**src/rtl/bcd_disp_mux.sv**
```systemverilog
// Time-multiplexed 4-digit common-anode seven-segment driver.
// Scans BCD digits from a free-running refresh counter; outputs are registered.
module bcd_disp_mux #(
  parameter int N = 18
) (
  input  logic        clk,
  input  logic        reset_n,
  input  logic [15:0] bcd,
  input  logic [3:0]  dp_in,
  input  logic        lzb_en,
  input  logic        blank,
  output logic [3:0]  an,
  output logic [7:0]  sseg
);

  logic [N-1:0] cnt_q, cnt_d;
  logic [3:0]   an_q, an_d;
  logic [7:0]   sseg_q, sseg_d;
  logic [1:0]   sel;
  logic [3:0]   digit;
  logic [3:0]   dig_zero;
  logic         lead_zero;

  // Active-low segment pattern {a,b,c,d,e,f,g}; codes above 9 show a dash.
  function automatic logic [6:0] seg_decode(input logic [3:0] d);
    logic [6:0] s;
    case (d)
      4'd0:    s = 7'b0000001;
      4'd1:    s = 7'b1001111;
      4'd2:    s = 7'b0010010;
      4'd3:    s = 7'b0000110;
      4'd4:    s = 7'b1001100;
      4'd5:    s = 7'b0100100;
      4'd6:    s = 7'b0100000;
      4'd7:    s = 7'b0001111;
      4'd8:    s = 7'b0000000;
      4'd9:    s = 7'b0000100;
      default: s = 7'b1111110;
    endcase
    return s;
  endfunction

  assign sel   = cnt_q[N-1:N-2];
  assign cnt_d = cnt_q + {{(N-1){1'b0}}, 1'b1};

  assign dig_zero = {bcd[15:12] == 4'd0, bcd[11:8] == 4'd0,
                     bcd[7:4]   == 4'd0, bcd[3:0]  == 4'd0};

  always_comb begin
    digit = bcd[{sel, 2'b00} +: 4];
    // A digit is leading only if it and every more significant digit are zero.
    case (sel)
      2'd3:    lead_zero = dig_zero[3];
      2'd2:    lead_zero = dig_zero[3] & dig_zero[2];
      2'd1:    lead_zero = &dig_zero[3:1];
      default: lead_zero = 1'b0;
    endcase
  end

  always_comb begin
    an_d   = ~(4'b0001 << sel);
    sseg_d = {~dp_in[sel], (lzb_en && lead_zero) ? 7'h7F : seg_decode(digit)};
    if (blank) begin
      an_d   = 4'b1111;
      sseg_d = 8'hFF;
    end
  end

  always_ff @(posedge clk or negedge reset_n) begin
    if (!reset_n) begin
      cnt_q  <= '0;
      an_q   <= 4'b1111;
      sseg_q <= 8'hFF;
    end else begin
      cnt_q  <= cnt_d;
      an_q   <= an_d;
      sseg_q <= sseg_d;
    end
  end

  assign an   = an_q;
  assign sseg = sseg_q;

endmodule

```
**config.mk**
```make
export PLATFORM = sky130hd
export DESIGN_NAME = bcd_disp_mux
export DESIGN_NICKNAME = d
export VERILOG_FILES = /design/src/rtl/bcd_disp_mux.sv
export SDC_FILE = /design/constraint.sdc
export NUM_CORES = 1
export LEC_CHECK = 0
export CORE_ASPECT_RATIO = 0.75
export CORE_MARGIN = 1
export CORE_UTILIZATION = 30
export CTS_BUF_LIST = sky130_fd_sc_hd__clkbuf_8
export DETAILED_ROUTE_END_ITERATION = 12
export GPL_ROUTABILITY_DRIVEN = 0
export GPL_TIMING_DRIVEN = 0
export HOLD_SLACK_MARGIN = 0.1
export PLACE_DENSITY = 0.57
export SETUP_SLACK_MARGIN = 0.05
export SYNTH_ARGS = -nofsm -noshare
export SYNTH_HDL_FRONTEND = slang
export SYNTH_SLANG_ARGS = --single-unit
```
**constraint.sdc**
```tcl
create_clock -name clk -period 2.3 [get_ports clk]
set_input_delay 0.69 -clock clk [delete_from_list [all_inputs] [get_ports clk]]
set_output_delay 0.69 -clock clk [all_outputs]
set_load 0.05 [all_outputs]
```
* Yosys cells after proc, flatten, opt, wreduce, memory -nomap -nowiden
Memories as Yosys holds them, arrays and structs flattened. Cells that the tools add are included.
Storage, ports and cells: register bits 30, bits in read-only memories 112, output and inout bits 12, word-level logic and storage cells 25, memories kept 1
Memory list:
- (name not given) | depth 16, bits a word 7, rd ports 1, clocked after memory_dff 0, write ports 0, line 27 | case (d)
Operators by class: add/subtract/negate cells 1, magnitude comparators 1, eq/ne operators 3, shift-type cells 2, mux-type cells 6, bitwise gates (word level) 3, reductions and logical operators 5
Operators by type and width (number):
- $add 18x1->18 const B | 1
- $shiftx 16x5->4 | 1
- $logic_not 4->1 | 3
- $mux 8 | 1
- $mux 7 | 1
- $eq 2x2->1 const B | 2
- $mux 4 | 1
- $not 4->4 | 1
- $shl 1x2->4 const A | 1
- $lt 2x3->1 const B | 1
- $pmux 1 s3 | 1
- $reduce_and 3->1 | 1
- $bmux 1 s2 | 1
- $eq 2x1->1 const B | 1
- $and 1x1->1 | 1
- $logic_and 1x1->1 | 1
- $mux 1 | 1
- $not 1->1 | 1

* Longest topological paths before layout
word-level depth 6, mapped depth 7

* Worst setup path after synthesis
OpenSTA, ideal clock, no wires.
kind input port to flip-flop, from input bcd[9], to register sseg_q[3], in the netlist sseg[3], setup time 0.067 ns, arrival 2.013 ns, required time 2.233 ns, setup slack 0.220 ns, cell stages on the path 6, path buffers 0, cell sequence mux4_1 -> inv_1 -> ha_1 -> mux2i_1 -> or2_2 -> nand4_1
On the way: longest elaborated chain between the ends 6, elaborated cells on any way between the ends 9
RTL lines:
- from (decl) | line 8 | input logic [15:0] bcd,
- branches (longest 4 deep; another with $mem_v2 16x7)
- $mux 7 (*) | line 62 | sseg_d = {~dp_in[sel], (lzb_en && lead_zero) ? 7'h7F : seg_decode(digit)};
- $mux 8 (*) | line 63 | if (blank) begin
- via sseg_d[3] | line 18 | logic [7:0] sseg_q, sseg_d;
- to (signal assigned) | line 77 | sseg_q <= sseg_d;
- to (decl) | line 18
Mark *: on every way through the listed nets, which the timed path passes.

* Worst setup path in the final report
from input bcd[5], to register sseg_q[0], in the netlist sseg[0]
On the way: longest elaborated chain between the ends 6, elaborated cells on any way between the ends 8
RTL lines (line):
- branches (longest 4 deep; another with $mem_v2 16x7)
- $mux 7 (*) | 62
- $mux 8 (*) | 63
- via sseg_d[0] | 18
Marked as above.

==> out/qor.txt <==
RUN STATUS
---------------------------------------------------------------------------------
Result of the run .................................................. finished, violations left
Violations in the final reports ....................................          DRC

STA
---------------------------------------------------------------------------------
Post-route minimum period ..........................................      2.19 ns
Final worst clock skew .............................................   0.00407 ns
Fmax ...............................................................      457 MHz
Final Hold Slack ...................................................     0.429 ns
Setup repair after global routing missed its margin ................           no
Final-report max-slew violation count ..............................            0
Actual transition at the worst max-transition pin ..................     0.633 ns
Hold violation total from the final report .........................            0
Share of the clock period used by the worst path ...................        0.951
Slew headroom ......................................................        0.578
Setup violations, final ............................................            0
Setup TNS ..........................................................         0 ns

SYNTH
---------------------------------------------------------------------------------
Netlist area before placement ......................................    1530 um^2
Nets in the synthesized netlist ....................................          159
Biggest area contributors in the synthesized netlist ............... dfrtp_1 (29%), dfstp_2 (21%), mux4_1 (6.9%)
Number of flip-flops and latches in the synthesized netlist ........           30
Library cell occupying the most area in the post-synthesis netlist .      dfrtp_1
Predominant post-synthesis flop cell ...............................      dfrtp_1
Number of standard cells after synthesis ...........................          129
Number of warning messages in the yosys log ........................            0
Number of different library cells in the post-synthesis netlist ....           36
Sequential area share after synthesis ..............................        0.499
Top-area cell type share of the netlist area .......................        0.294
Per-instance average area after synthesis ..........................    11.9 um^2
EDFF count, synth ..................................................            0
Async S/R FF share, synth ..........................................         1.00

WORST SETUP PATH
---------------------------------------------------------------------------------
Sort of element at the end of the critical path ....................     register
Critical path data arrival time ....................................      2.39 ns
Crit path required time ............................................      2.50 ns
Crit path max fanout ...............................................            4
Maximum cell stage delay along the critical path ...................      0.54 ns
Cells traversed along the worst timing path ........................ clkdlybuf4s50_1, mux4_2, buf_4, ha_1, and2_0, o21ai_0, nand3_1
Startpoint class of the critical path .............................. primary input
Cell with the largest stage delay on the worst path ................       mux4_2
Start-to-end type of the worst setup path ..........................       in2reg

LAYOUT
---------------------------------------------------------------------------------
Highest-count cells in the layout ignoring fill and taps ........... clkdlybuf4s50_1 (22), dfrtp_1 (18), dfstp_2 (12), dlygate4sd2_1 (12), nand3_1 (11)
Post-layout instance count excluding filler cells ..................          235
Fraction of final layout cells sized beyond drive strength 1 .......        0.211
# diodes ...........................................................            0
Most common cell after layout, fill and taps aside ................. clkdlybuf4s50_1
Final Util .........................................................        0.422
Final nets .........................................................          204
Syn-to-layout area delta ...........................................        34.8%

DRT
---------------------------------------------------------------------------------
Detailed-route DRC error count .....................................            4
Per-cell via count in the routed design ............................         4.81
Detailed route wirelength on metal3 ................................       210 um
DRC marker count from the first detailed-route iteration ...........           53
Number of nets still failing antenna checks after routing ..........            0
Wire length on met2 ................................................      1.50 mm
Via count of the routed design .....................................         1131
Wire per inst ......................................................      13.9 um
Top Metal Used .....................................................         met4
Drt first pass iters ...............................................            8
Routed Wire Length .................................................      3.26 mm
Routed length on met1 ..............................................      1.53 mm

DIE
---------------------------------------------------------------------------------
Count of pins on the block boundary ................................           36
Core Footprint .....................................................    4900 um^2
Die Span X .........................................................      84.6 um
Initial core utilization ...........................................        0.313
Die area ...........................................................    5410 um^2
Row Count ..........................................................           22
Die height .........................................................      63.9 um

FLOW RUN
---------------------------------------------------------------------------------
Max-cap check violation count ......................................            0

CLOCK NETWORK
---------------------------------------------------------------------------------
Worst skew pair latency ............................................      0.28 ns
Number of buffers on the longest clock path ........................            2
H-Tree Depth .......................................................            2
Library cell used as clock root buffer .............................     clkbuf_8
CTS tree ...........................................................        built
Cts bufs inserted ..................................................            5
TritonCTS sink count ...............................................           30
Clock-pin slew on the worst setup and hold paths ...................      0.06 ns
Hold_buf cts .......................................................            0

GRT
---------------------------------------------------------------------------------
GR Util All Layers .................................................        0.131
Via count of the first global-routing pass .........................         1093
Antenna violations before repair ...................................            0
First-pass GRT wire length .........................................      5.32 mm
Total gr overflow ..................................................            0
Largest net degree at the start of global routing ..................           31

POWER AND IR DROP
---------------------------------------------------------------------------------
Worst ir drop on vdd ...............................................     0.370 mV
P per Cell Area ....................................................  598 nW/um^2
Final Power ........................................................      1240 uW
Leakage ............................................................  0.000859 uW

PLACE
---------------------------------------------------------------------------------
Detailed-placement wirelength estimate .............................      2.44 mm
# port buffers .....................................................           35
Number of placed cells counting well taps ..........................          224

HOLD PATH
---------------------------------------------------------------------------------
Path class of the lowest-slack min-delay path ......................     in2async

-- layout make-up --
cell class                      instances  area (um^2)
Buffer                                  4         45.0
Clock buffer                            5         68.8
Clock inverter                          3         45.0
Fill cell                             488         2830
Inverter                                6         22.5
Multi-Input combinational cell         89          693
Sequential cell                        30          766
Tap cell                               60         75.1
Timing Repair Buffer                   38          353
-- repair_timing --
| item | 4_1_cts | 5_1_grt |
|---|---|---|
| setup endpoints to repair | 16 | 4 |
| gates resized for setup | 14 | 2 |
| setup buffers | 0 | 3 |
-- report_power, final --
group | switching, uW | leakage (uW) | internal [uW]
Combinational | 87.9 | 0.000445 | 73.4
Clock | 205 | 0.0000504 | 322
Sequential | 2.58 | 0.000363 | 546
Total | 295 | 0.000859 | 941
-- critical path, delay by kind of cell --
family	cells	cell delay, ns
adder cells (fa/ha/maj)	1	0.18
AO/OA/AOI/OAI	1	0.15
buffers and inverters	2	0.61
AND/OR/NAND/NOR	2	0.21
multiplexers	1	0.54
-- worst paths after layout --
check | startpoint | to | slack, ns | cells after the start
setup / recovery | bcd[5] | sseg[0]$_DFF_PN1_ | 0.11 | 7
hold reg to reg | cnt_q[0]$_DFF_PN0_ | cnt_q[0]$_DFF_PN0_ | 0.47 | 1
min in group clk | cnt_q[0]$_DFF_PN0_ | cnt_q[0]$_DFF_PN0_ | 0.47 | 1
hold / removal | reset_n | cnt_q[0]$_DFF_PN0_ | 0.43 | 1
max in group asynchronous | reset_n | cnt_q[9]$_DFF_PN0_ | 1.46 | 1
setup reg to reg | cnt_q[16]$_DFF_PN0_ | sseg[6]$_DFF_PN1_ | 0.29 | 7
-- metrics by stage --
step	setup slack, ns	cell area, um^2
floorplan	0.220	1530
global placement	-0.318	1960
detailed placement	-0.381	1960
CTS	0.0477	2050
global route	0.0518	2070
finish	0.113	2070
-- state kept, by name, indices dropped and copies added, names as in the netlist --
signal / cells
cnt_q: 18
sseg: 8
an: 4
-- layer usage --
layer | up-vias | global-route usage
met2 | 34 | 0.198
li1 | 548 | -
met1 | 545 | 0.169
met5 | - | 0
met4 | 0 | 0.0403
met3 | 4 | 0.0581
-- kinds of logic after synthesis --
logic type / synth area share
and+or+nand+nor: 0.174
DFF: 0.499
xor gates and xnor gates: 0.0914
AOI/OAI and AO/OA: 0.0457
buffers and inverters: 0.0440
muxes: 0.0971
adders and majority gates: 0.0489
-- synthesized netlist by cell type (all sizes together), types with 3 or more instances --
| cell | n |
|---|---|
| dfrtp | 18 |
| dfstp | 12 |
| nand3 | 11 |
| xnor2 | 10 |
| nand2 | 8 |
| nor2 | 8 |
| ha | 6 |
| nand4 | 6 |
| xor2 | 6 |
| inv | 5 |
| mux4 | 5 |
| o21ai | 5 |
| and3 | 3 |
| buf | 3 |
| nor4 | 3 |
No activity file was read; power rests on OpenSTA's default activity.
